==> src/rtl/recip_pkg.sv <==
// Shared constants and types for the reciprocal arbiter slice.
package recip_pkg;

  localparam int unsigned RECIP_W     = 27;
  localparam int unsigned RECIP_SCALE = 26;

  // Result returned for a zero divisor or a saturated quotient (default width).
  localparam logic [RECIP_W-1:0] ALL_ONES = '1;

  typedef enum logic [1:0] {
    IDLE,
    RUN,
    RESP
  } recip_state_e;

endpackage

==> src/rtl/recip_seq_core.sv <==
// Bit-serial restoring divider computing floor(2^SCALE / num).
// One quotient bit per cycle, MSB first; the first bit is resolved on the
// start edge, so done pulses SCALE+1 cycles after start.
module recip_seq_core
  import recip_pkg::*;
#(
  parameter int unsigned W     = RECIP_W,
  parameter int unsigned SCALE = RECIP_SCALE
) (
  input  logic           clk,
  input  logic           rst_n,
  input  logic           start,
  input  logic [W-1:0]   num,
  output logic           done,
  output logic [SCALE:0] quotient
);

  localparam int unsigned CW = $clog2(SCALE + 1);

  logic [W-1:0]   num_r;
  logic [W:0]     rem;
  logic [SCALE:0] quo;
  logic [CW-1:0]  idx;
  logic           running;

  logic [W-1:0]   cur_num;
  logic [W:0]     cur_rem;
  logic [SCALE:0] cur_quo;
  logic [CW-1:0]  cur_idx;
  logic [W+1:0]   shifted;
  logic [W+1:0]   ext_num;
  logic           ge;
  logic [W:0]     rem_nxt;
  logic [SCALE:0] quo_nxt;

  // One restoring step; on start the step runs on the fresh operand directly.
  always_comb begin
    cur_num = start ? num : num_r;
    cur_rem = start ? '0 : rem;
    cur_quo = start ? '0 : quo;
    cur_idx = start ? CW'(SCALE) : idx;
    // The dividend 2^SCALE contributes a single 1 at bit position SCALE.
    shifted = {cur_rem, (cur_idx == CW'(SCALE))};
    ext_num = {2'b00, cur_num};
    ge      = (shifted >= ext_num);
    rem_nxt = (W+1)'(ge ? (shifted - ext_num) : shifted);
    quo_nxt = {cur_quo[SCALE-1:0], ge};
  end

  // Residue, quotient and bit-index registers; done pulses after bit 0.
  always_ff @(posedge clk or negedge rst_n) begin
    if (!rst_n) begin
      num_r   <= '0;
      rem     <= '0;
      quo     <= '0;
      idx     <= '0;
      running <= 1'b0;
      done    <= 1'b0;
    end else begin
      done <= 1'b0;
      if (start || running) begin
        num_r <= cur_num;
        rem   <= rem_nxt;
        quo   <= quo_nxt;
        if (cur_idx == '0) begin
          running <= 1'b0;
          done    <= 1'b1;
        end else begin
          idx     <= cur_idx - CW'(1);
          running <= 1'b1;
        end
      end
    end
  end

  assign quotient = quo;

endmodule

==> src/rtl/recip_arbiter.sv <==
// Round-robin front end sharing one bit-serial reciprocal core between
// NUM_REQ requesters, with a single tagged, back-pressured response channel.
// Define RECIP_ARB_FIXED_PRIO_EN for fixed priority (lowest index wins).
module recip_arbiter
  import recip_pkg::*;
#(
  parameter int unsigned NUM_REQ = 4,
  parameter int unsigned W       = RECIP_W,
  parameter int unsigned SCALE   = RECIP_SCALE,
  parameter int unsigned ID_W    = 2
) (
  input  logic                 clk,
  input  logic                 rst_n,
  input  logic [NUM_REQ-1:0]   req_valid,
  input  logic [NUM_REQ*W-1:0] req_num,
  output logic [NUM_REQ-1:0]   req_ready,
  output logic                 rsp_valid,
  input  logic                 rsp_ready,
  output logic [ID_W-1:0]      rsp_id,
  output logic [W-1:0]         rsp_data,
  output logic                 busy
);

  localparam int unsigned XW = ((SCALE + 1) > W) ? (SCALE + 1) : W;

  recip_state_e   state;
  logic [ID_W-1:0] winner;
  logic            found;
  logic [W-1:0]    win_num;
  logic            hs;
  logic            core_start;
  logic            core_done;
  logic [SCALE:0]  core_quo;
  logic [XW-1:0]   quo_x;
  logic [W-1:0]    quo_sat;
  int unsigned     base_idx;
  int unsigned     cand_idx;

`ifndef RECIP_ARB_FIXED_PRIO_EN
  logic [ID_W-1:0] rr_ptr;
`endif

  // Winner search: first valid requester from the priority base, wrapping.
  always_comb begin
    found    = 1'b0;
    winner   = '0;
    cand_idx = 0;
`ifdef RECIP_ARB_FIXED_PRIO_EN
    base_idx = 0;
`else
    base_idx = 32'(rr_ptr);
`endif
    for (int unsigned k = 0; k < NUM_REQ; k++) begin
      cand_idx = base_idx + k;
      if (cand_idx >= NUM_REQ) cand_idx = cand_idx - NUM_REQ;
      if (!found && req_valid[ID_W'(cand_idx)]) begin
        found  = 1'b1;
        winner = ID_W'(cand_idx);
      end
    end
  end

  // Grant is only offered in IDLE; the handshake is the offered grant itself.
  always_comb begin
    req_ready = '0;
    hs        = (state == IDLE) && found;
    win_num   = req_num[winner*W +: W];
    if (hs) req_ready[winner] = 1'b1;
  end

  // Clamp the quotient to W bits when SCALE allows it to exceed 2^W-1.
  always_comb begin
    quo_x   = XW'(core_quo);
    quo_sat = (quo_x > XW'({W{1'b1}})) ? '1 : W'(core_quo);
  end

  assign core_start = hs && (win_num != '0);

  recip_seq_core #(
    .W     (W),
    .SCALE (SCALE)
  ) u_core (
    .clk      (clk),
    .rst_n    (rst_n),
    .start    (core_start),
    .num      (win_num),
    .done     (core_done),
    .quotient (core_quo)
  );

  // Operation sequencer and response register.
  always_ff @(posedge clk or negedge rst_n) begin
    if (!rst_n) begin
      state    <= IDLE;
      rsp_id   <= '0;
      rsp_data <= '0;
`ifndef RECIP_ARB_FIXED_PRIO_EN
      rr_ptr   <= '0;
`endif
    end else begin
      case (state)
        IDLE: begin
          if (hs) begin
            rsp_id <= winner;
`ifndef RECIP_ARB_FIXED_PRIO_EN
            rr_ptr <= (winner == ID_W'(NUM_REQ - 1)) ? '0 : winner + ID_W'(1);
`endif
            if (win_num == '0) begin
              rsp_data <= '1;
              state    <= RESP;
            end else begin
              state <= RUN;
            end
          end
        end
        RUN: begin
          if (core_done) begin
            rsp_data <= quo_sat;
            state    <= RESP;
          end
        end
        RESP: begin
          if (rsp_ready) state <= IDLE;
        end
        default: state <= IDLE;
      endcase
    end
  end

  assign rsp_valid = (state == RESP);
  assign busy      = (state != IDLE);

endmodule

==> config.mk <==
export PLATFORM = sky130hd
export DESIGN_NAME = recip_arbiter
export DESIGN_NICKNAME = d
export VERILOG_FILES = /design/src/rtl/recip_pkg.sv /design/src/rtl/recip_seq_core.sv /design/src/rtl/recip_arbiter.sv
export SDC_FILE = /design/constraint.sdc
export NUM_CORES = 1
export LEC_CHECK = 0
export ABC_AREA = 1
export CAP_MARGIN = 20
export CORE_ASPECT_RATIO = 1.5
export CORE_MARGIN = 3
export CORE_UTILIZATION = 45
export DETAILED_ROUTE_END_ITERATION = 8
export DONT_BUFFER_PORTS = 1
export HOLD_SLACK_MARGIN = 0.08
export PLACE_DENSITY = 0.58
export SLEW_MARGIN = 25
export SYNTH_ARGS = -nofsm -noshare
export SYNTH_HDL_FRONTEND = slang
export SYNTH_SLANG_ARGS = --single-unit
==> constraint.sdc <==
create_clock -name clk -period 8.97 [get_ports clk]
set_input_delay 0.4485 -clock clk [delete_from_list [all_inputs] [get_ports clk]]
set_output_delay 0.4485 -clock clk [all_outputs]
set_load 0.01 [all_outputs]
* After elaboration in Yosys (flattened, before gate mapping)
Index checks and enable logic that the tools add are counted.
** Cells by class
- Add/subtract/negate cells :: 10
- Multiply operators :: 1
- Magnitude comparators :: 12
- Eq/ne operators :: 8
- Shift-type cells :: 1
- Mux-type cells :: 42
- Bitwise operators :: 1
- Reductions and logical operators :: 20
** Operator list (number)
- 27-bit 2-to-1 mux :: 5
- 108-bit by 8-bit variable part select with 27-bit output :: 1
- 28-bit 2-to-1 mux :: 2
- 27-bit one-hot mux with 2 select lines :: 1
- 29-bit by 27-bit >= comparator with 1-bit output :: 1
- 28-bit by 27-bit subtractor with 28-bit output :: 1
- 27-bit greater-than comparator, second input constant :: 1
- 27-bit zero test :: 1
- 27-bit nonzero test :: 1
- 2-bit 2-to-1 mux :: 13
- 26-bit 2-to-1 mux :: 1
- 2-bit by 3-bit less-than comparator with 1-bit output, second input constant :: 5
- 1-bit 2-to-1 mux :: 12
- 3-bit >= comparator, second input constant :: 3
- 1-bit binary-select mux with 2-bit select :: 4
- 2-bit by 1-bit subtractor with 2-bit output, second input constant :: 4
- 2-bit by 5-bit multiplier with 7-bit output, second input constant :: 1
- 2-bit by 2-bit adder with 3-bit output, second input constant :: 2
- 1-bit logical AND :: 6
- 2-bit by 1-bit != test with 1-bit output, second input constant :: 3
- 2-bit one-hot mux with 3 select lines :: 1
- 5-bit equality test, second input constant :: 1
- 5-bit zero test :: 1
- 5-bit 2-to-1 mux :: 1
- other kinds (18) :: 23
** Word-level totals
- Register bits after elaboration :: 122
- Input port bits :: 115
- Logic and storage cells :: 105

* Depth between registers and ports, before layout
Gate-level depths: netlist of the first run.
- Depth in word-level cells :: 22
- Gate-level depth with buffers :: 48

* By module
From an unflattened synthesis of the first run, not the netlist that was laid out.
** Second synthesis, totals
- Cell total of the unflattened synthesis :: 1521
- Area total of the unflattened synthesis :: 9551.7 um^2
** By module, submodules not included
- recip_seq_core :: times used 1, cells an instance 973, area each 6367.4 um^2, sequential area each 2227.1 um^2
- recip_arbiter :: times used 1, cells an instance 548, area each 3184.3 um^2, sequential area each 825.8 um^2

* Worst setup path after synthesis of the first run
No wires, ideal clock.
- Kind :: register to register
- From :: reg rr_ptr[0]
- To :: reg u_core.rem[10]
- Setup time :: 0.118 ns
- Data arrival time :: 5.089 ns
- Data required time :: 8.852 ns
- Slack :: 3.764 ns
- Stages on the path, launching flop included :: 37
- Clock period less this slack :: 5.206 ns
- Path through :: dfrtp_1 > buf_4 > inv_4 > nand2_1 > nand3_1 > nand2_1 > nor2_4 > nand3_4 > nand3_2 > buf_6 > buf_6 > nand2_1 > o211ai_2 > nand2_1 > nor2_1 > nand2_1 > nor2_1 > nand2_2 > nand2_4 > inv_2 > clkbuf_2 > or2_0 > o21ai_1 > ha_1 > a21oi_1 > o21ai_0 > a21boi_0 > o21bai_1 > a21oi_1 > o21bai_1 > a21oi_1 > o21ai_0 > a21oi_1 > clkbuf_1 > nand3_1 > nand3_1 > nand2_1
** On the way
- Cells in the longest elaborated chain, start to end :: 22
** RTL lines
- start: declaration :: line recip_arbiter.sv:40 : logic [ID_W-1:0] rr_ptr;
- start signal: assignment :: line recip_arbiter.sv:106 : rr_ptr <= (winner == ID_W'(NUM_REQ - 1)) ? '0 : winner + ID_W'(1);
- parallel branches: the longest is 22 deep, another holds 2-bit by 1-bit adder with 3-bit output
- end signal: assignment :: line recip_seq_core.sv:63 : rem <= rem_nxt;
- end: declaration :: line recip_seq_core.sv:21 : logic [W:0] rem;
Parallel ways; which one is timed is not known. The select of a mux whose other input is x is not followed.
A chain may end at the register's enable or synchronous reset.

* Final worst setup path of the first run
- From :: reg rr_ptr[0]
- To :: reg u_core.rem[24]
** RTL lines
- parallel branches: the longest is 13 deep, another holds 2-bit by 1-bit adder with 3-bit output
- 2-bit 2-to-1 mux * :: line recip_arbiter.sv:56 : if (!found && req_valid[ID_W'(cand_idx)]) begin
- named net winner[0] :: line recip_arbiter.sv:27 : logic [ID_W-1:0] winner;
- 2-bit by 5-bit multiplier with 7-bit output * :: line recip_arbiter.sv:67 : win_num = req_num[winner*W +: W];
- 108-bit by 8-bit variable part select with 27-bit output * :: line recip_arbiter.sv:67
- 27-bit nonzero test :: line recip_arbiter.sv:77 : assign core_start = hs && (win_num != '0);
- 1-bit logical AND :: line recip_arbiter.sv:77
- 27-bit 2-to-1 mux * :: line recip_seq_core.sv:38 : cur_num = start ? num : num_r;
- named net u_core.cur_num[1] :: line recip_seq_core.sv:26 : logic [W-1:0] cur_num;
- 28-bit by 27-bit subtractor with 28-bit output or 29-bit by 27-bit >= comparator with 1-bit output (tied branches) :: line recip_seq_core.sv:46, recip_seq_core.sv:45
- 28-bit 2-to-1 mux * :: line recip_seq_core.sv:46 : rem_nxt = (W+1)'(ge ? (shifted - ext_num) : shifted);
Mark *: on every way through the listed nets, which the timed path passes. The select of a mux whose other input is x is not followed.

==> flow_summary.ini, run 1 <==
[status]
status = complete, no violations

[routing]
vias = 7639
antenna_left = 0
wl_um = 23400
wire_per_inst_um = 16.5
drc = 0
viasPerCell = 5.38
first_iter_violations = 576
first_pass_iters = 5

[cells_and_area]
antenna_cells = 0
filler_cell_count = 1900
seqCellArea_um2 = 3050
multi_input_area_um2 = 4420
fin_nets = 1308
area_growth_pct = 7.16
fin_util_pct = 49.7
layout-drive-gt1-share_pct = 6.74

[worst_setup_path]
critPathLaunchType = flip-flop
cp_max_fo = 45
path_common_cell = nand2_1
worst_ep_arrival_time_ns = 7.91
slowest_delay_ns = 0.72
cp-end-kind = flip-flop
crit_type = reg2reg
cp_slowest_cell = nand3_2
required_ns = 9.28

[cts]
cts_made_buffers = 17
cts_tree = yes
cts_sinks = 122
clk_path_buf_depth = 2
postCtsSetupBuffers = 0
clk_latency_ns = 0.42
cts.reportedPaths.clkPinSlew_ns = 0.06
cts-root-buf = clkbuf_16
h-tree-depth = 4

[synthesis]
yosysTopAreaCellShare_pct = 36.4
synth.distinct_cells = 46
yosysSeqAreaShare_pct = 36.4
syn_avg_cell_area_um2 = 7.04
synth_nets = 1341
synth_ff_type = dfrtp_1
yosysMostFrequentCell = nand2_1
synthTopCellsByArea = dfrtp_1 (36%), nand2_1 (15%), nand3_1 (7.5%)
syn-instance-count = 1192
synthTopCellsByCount = nand2_1 (338), inv_1 (131), nand3_1 (126)
syn-cell-area_um2 = 8390
ys_warn_count = 0
synth_edf_count = 0
ys_async_sr_fraction_pct = 100
synth.ff_latch_count = 122
yosysTopAreaCell = dfrtp_1

[sta]
timing.final.crit_share_pct = 84.7
hold_violations = 0
rsz0062_at_grt = no
fin_crit_ns = 7.60
final_max_slew_viol_count = 0
finalWorstSetupSlack_ns = 1.37
fmax_mhz = 132
finalSetupTns_ns = 0
relSlewSlack_pct = 42.3
finalSetupViolCount = 0
worst_pin_slew_ns = 0.865
fin_skew_ns = 0.0112

[global_routing]
grt_usage_pct = 23.2
grt_antenna_before_repair = 0
grt_pass1_vias = 7527
grt_pass1_wl_um = 38500
grt_max_degree = 123
globalRouteOverflowTotal = 0

[place]
place_ws_ns = 1.18
place.port_buffers = 0
gp_congestion = 0.945
dp_hpwl_um = 17000

[die]
die_w_um = 117
core_um2 = 18100
initial_core_util_pct = 46.4
dieArea_um2 = 20400
fp.dieH_um = 173
num_rows = 60
ioPinCount = 150

[flow_run]
cap_viol_max_count = 0

[min_path]
hold_path.class = in2reg
-- metal layers --
layer,up-vias,track usage [%],part of all wire [%]
met5,-,0,0
met4,0,9.44,3.5
li1,3820,-,-
met2,185,41.0,51
met3,51,4.60,3.8
met1,3583,27.6,42
-- worst max-delay path, delay by kind of cell (launching register included) --
| kind | cells | cell delay (ns) |
|---|---|---|
| AOI/OAI and AO/OA | 6 | 1.27 |
| DFF | 1 | 0.51 |
| adders and majority gates | 1 | 0.47 |
| and+or+nand+nor | 26 | 3.92 |
| buffers and inverters | 8 | 1.26 |
-- cell type report --
type | instances | area share (%)
clock buffer | 19 | 4.93
multi-input combinational | 863 | 49.1
timing repair buffer | 11 | 1.31
inverter | 144 | 6.05
clock inverter | 13 | 1.18
tap | 248 | 3.45
sequential | 122 | 34.0
-- state kept, by name, summed over array words and instances, names as in the netlist, 2 cells and up --
signal / count
rsp_id: 2
u_core.rem: 28
rsp_data: 27
u_core.quotient: 27
u_core.num_r: 27
rr_ptr: 2
state: 2
u_core.idx: 5
-- final timing paths --
kind | from | endpoint | slack [ns] | cells after the start
setup / recovery | rr_ptr[0]$_DFFE_PN0P_ | u_core.rem[24]$_DFFE_PN0N_ | 1.37 | 41
hold / removal | rsp_ready | state[1]$_DFFE_PN0P_ | 0.12 | 1
setup reg to reg | rr_ptr[0]$_DFFE_PN0P_ | u_core.rem[24]$_DFFE_PN0N_ | 1.37 | 41
hold reg to reg | u_core.rem[11]$_DFFE_PN0N_ | u_core.rem[11]$_DFFE_PN0N_ | 0.48 | 2
max in group asynchronous | rst_n | u_core.rem[0]$_DFFE_PN0N_ | 7.82 | 2
min in group asynchronous | rst_n | rr_ptr[0]$_DFFE_PN0P_ | 0.65 | 2
-- cells in the final DEF, fill, tap and decap left out, drive strengths merged, types with 2 or more instances in the layout --
| master | count |
|---|---|
| a211oi | 13 |
| a21oi | 38 |
| a31oi | 15 |
| buf | 10 |
| clkbuf | 19 |
| clkinv | 5 |
| clkinvlp | 2 |
| dfrtp | 122 |
| ha | 33 |
| inv | 150 |
| nand2 | 343 |
| nand3 | 129 |
| nand4 | 47 |
| nor2 | 91 |
| o211ai | 4 |
| o21ai | 88 |
| o21bai | 5 |
| or2 | 23 |
| xnor2 | 14 |
| xor2 | 10 |
-- per-stage QoR --
step           hold slack (ns)  std cells  instance area [µm²]
6_report                 0.117       1420                 8990
2_1_floorplan            0.153       1192                 8390
3_5_place_dp             0.161       1386                 8400
5_1_grt                  0.108       1420                 8990
3_3_place_gp             0.161       1386                 8400
4_1_cts                 0.0941       1420                 8990
-- repair_timing --
action / 4_1_cts / 5_1_grt
endpoints found under the hold margin: 122 / 0
endpoints found under the setup margin: 0 / 0
hold buffers: 2 / 0
resized for setup: 0 / 0
-- kinds of logic (layout without fill, tap and decap cells) --
kind of cell               Yosys count  count (layout)  synth area share [%]
adders and majority gates           34              34                  5.16
xor gates and xnor gates            24              24                  2.51
and+or+nand+nor                    636             636                  33.4
DFF                                122             122                  36.4
buffers and inverters              207             187                  11.0
AOI/OAI and AO/OA                  169             169                  11.6
Power of run 1 is not shown: default switching activity piles up to over one toggle a cycle in this logic, so the estimate is an artifact.
==> run 2, diff against run 1 <==
--- a/config.mk
+++ b/config.mk
@@ -5,7 +5,7 @@
 export SDC_FILE = /design/constraint.sdc
 export NUM_CORES = 1
 export LEC_CHECK = 0
-export ABC_AREA = 1
+export ABC_AREA = 0
 export CAP_MARGIN = 20
 export CORE_ASPECT_RATIO = 1.5
 export CORE_MARGIN = 3
@@ -13,7 +13,7 @@
 export DETAILED_ROUTE_END_ITERATION = 8
 export DONT_BUFFER_PORTS = 1
 export HOLD_SLACK_MARGIN = 0.08
-export PLACE_DENSITY = 0.58
+export PLACE_DENSITY = 0.6
 export SLEW_MARGIN = 25
 export SYNTH_ARGS = -nofsm -noshare
 export SYNTH_HDL_FRONTEND = slang
==> constraint.sdc (replaced) <==
create_clock -name clk -period 6.1 [get_ports clk]
set_input_delay 0.305 -clock clk [delete_from_list [all_inputs] [get_ports clk]]
set_output_delay 0.305 -clock clk [all_outputs]
set_load 0.01 [all_outputs]
==> flow_summary.ini, run 2 <==
[status]
status = complete, no violations

[worst_setup_path]
crit_buf_inv = 6
path_common_cell = buf_4
cp_num_cells = 24
cp_max_fo = 24
required_ns = 6.41
reg2reg_depth = 24
slowest_delay_ns = 0.59
worst_ep_arrival_time_ns = 5.98
cp_slowest_cell = or4_1
cp-end-kind = flip-flop
critPathLaunchType = flip-flop
path_cells = mux2i_2 -> a221o_2 -> buf_12 -> mux2i_1 -> mux2i_1 -> or4_1 -> nor3_1 -> buf_4 -> a21oi_4 -> buf_4 -> mux2i_1 -> ha_1 -> nand2_1 -> nor3_1 -> buf_4 -> nand4_1 -> or4_1 -> nor4_1 -> buf_4 -> a2111oi_2 -> o21ai_2 -> o21ai_2 -> buf_4 -> o221ai_1
crit_type = reg2reg
crit_family = simple AND/OR/NAND/NOR gates

[pwr]
powerDensity_nw_per_um2 = 737
p_sw_mw = 2.87
intPower_mw = 3.58
ir_drop_mv = 0.288
power_switching_share_pct = 44.6
p_comb_share_pct = 60.6
power_frac_clock_pct = 16.4
total_power_mw = 6.45
seqPwrFrac_pct = 23.0
leakage_nw = 4.22

[cells_and_area]
fin_util_pct = 52.0
final_common_cell = mux2i_1
largest_register = u_core.rem
area_growth_pct = 12.4
antenna_cells = 0
largest_reg_flops = 28
final_cell_mix = mux2i_1 (132), dfrtp_1 (121), nor2_1 (63), inv_1 (62)
fin_nets = 923
layout-drive-gt1-share_pct = 11.8
fin_cells = 996

[synthesis]
yosysTopAreaCell = dfrtp_1
ys_async_sr_fraction_pct = 100
synthTopCellsByCount = mux2i_1 (133), dfrtp_1 (122), nor2_1 (63)
yosysSeqAreaShare_pct = 39.2
synth_nets = 924
synth_edf_count = 0
syn_avg_cell_area_um2 = 10.0
synth.distinct_cells = 58
synthTopCellsByArea = dfrtp_1 (39%), mux2i_1 (17%), ha_1 (5.3%)
yosysTopAreaCellShare_pct = 39.2
syn-instance-count = 775
yosysMostFrequentCell = mux2i_1
synth.ff_latch_count = 122
synth_ff_type = dfrtp_1
syn-cell-area_um2 = 7780
ys_warn_count = 0

[routing]
first_pass_iters = 5
drc = 0
antenna_left = 0
viasPerCell = 5.89
vias = 5868
wire_per_inst_um = 19.8
first_iter_violations = 333
wl_um = 19700

[sta]
final_max_slew_viol_count = 0
relSlewSlack_pct = 45.3
rsz0062_at_grt = no
fmax_mhz = 176
finalSetupTns_ns = 0
timing.final.crit_share_pct = 93.1
worst_pin_slew_ns = 0.821
finalSetupViolCount = 0
hold_violations = 0
fin_crit_ns = 5.68
fin_skew_ns = 0.0111

[cts]
cts_made_buffers = 17
cts_tree = yes
cts-root-buf = clkbuf_16
h-tree-depth = 4
cts_sinks = 122
cts.reportedPaths.clkPinSlew_ns = 0.06
clk_latency_ns = 0.41
clk_path_buf_depth = 2

[die]
fp.dieH_um = 167
num_rows = 58
ioPinCount = 150
core_um2 = 16800
initial_core_util_pct = 46.2
die_w_um = 113
dieArea_um2 = 18900

[place]
dpl.cell_count = 960
dp_hpwl_um = 14900
gp_congestion = 0.910
place.port_buffers = 0

[flow_run]
cap_viol_max_count = 0

[global_routing]
grt_pass1_vias = 6143
globalRouteOverflowTotal = 0
grt_usage_pct = 20.7
grt_max_degree = 123
grt_pass1_wl_um = 31200
grt_antenna_before_repair = 0

[min_path]
hold_path.class = in2reg
whs_path_depth = 2
==> run 2: changes by cell type after synthesis, sizes merged, moves of 27 or more <==
cell | previous run | this run
nor2 | 91 | 63
o21ai | 88 | 11
nand3 | 129 | 10
o22a | 0 | 27
inv | 143 | 62
nand4 | 47 | 18
nand2 | 343 | 33
mux2i | 0 | 133
==> run 2: final cells by class <==
type	instances	area [µm²]
tap	210	263
timing repair buffer	24	273
multi-input combinational	547	4300
clock buffer	18	429
inverter	62	233
clock inverter	13	195
fill	1520	8090
sequential	122	3050
==> run 2: through the flow <==
| step | setup WS [ns] | hold slack, ns | instance area (µm²) |
|---|---|---|---|
| after floorplan | 0.558 | 0.00941 | 7780 |
| after global placement | 0.123 | 0.0155 | 8020 |
| after detailed placement | 0.00785 | 0.0143 | 8030 |
| after CTS | 0.0909 | 0.0904 | 8700 |
| after global routing | 0.00848 | 0.0945 | 8750 |
| final | 0.422 | 0.114 | 8750 |
==> run 2: per-layer routing <==
layer	vias up	part of all wire, %	global-route usage, %
li1	2798	-	-
met1	2845	39	23.5
met2	202	53	37.6
met3	23	5.1	4.29
met4	0	2.4	8.21
met5	-	0	0
==> run 2: cells by family (layout without fill, tap and decap cells) <==
family                     count (synthesis)  in the layout  share of synthesized area [%]
DFF                                      122            122                           39.2
and+or+nand+nor                          199            199                           12.8
muxes                                    137            137                           17.7
AOI/OAI and AO/OA                        153            153                           16.0
xor gates and xnor gates                  24             24                           2.70
buffers and inverters                    106            117                           5.94
adders and majority gates                 34             34                           5.57
==> run 2: power by group through the flow <==
stage,clock (mW),combinational (mW),sequential [mW]
after global placement,0,3.73,1.49
after global routing,1.12,4.31,1.53
after detailed placement,0,3.83,1.50
after CTS,1.08,3.88,1.49
after floorplan,0,3.05,1.41
final,1.06,3.91,1.49
==> run 2: what timing repair did <==
item | 4_1_cts | 5_1_grt
pin swaps | 0 | 1
endpoints found under the hold margin | 123 | 0
setup endpoints to repair | 25 | 27
setup buffers | 0 | 1
cloned | 0 | 1
resized for setup | 1 | 3
hold buffers | 3 | 0
==> run 2: worst paths after layout <==
kind	start	to	slack, ns
min reg2reg	u_core.num_r[0]$_DFFE_PN0N_	u_core.num_r[0]$_DFFE_PN0N_	0.48
min	req_valid[3]	rsp_id[0]$_DFFE_PN0P_	0.11
min in group asynchronous	rst_n	u_core.quotient[8]$_DFFE_PN0N_	0.50
max reg2reg	rr_ptr[1]$_DFFE_PN0P_	u_core.rem[19]$_DFFE_PN0N_	0.42
max	rr_ptr[1]$_DFFE_PN0P_	u_core.rem[19]$_DFFE_PN0N_	0.42
max in group asynchronous	rst_n	u_core.rem[27]$_DFFE_PN0N_	5.13
(Power assumes the default switching activity.)
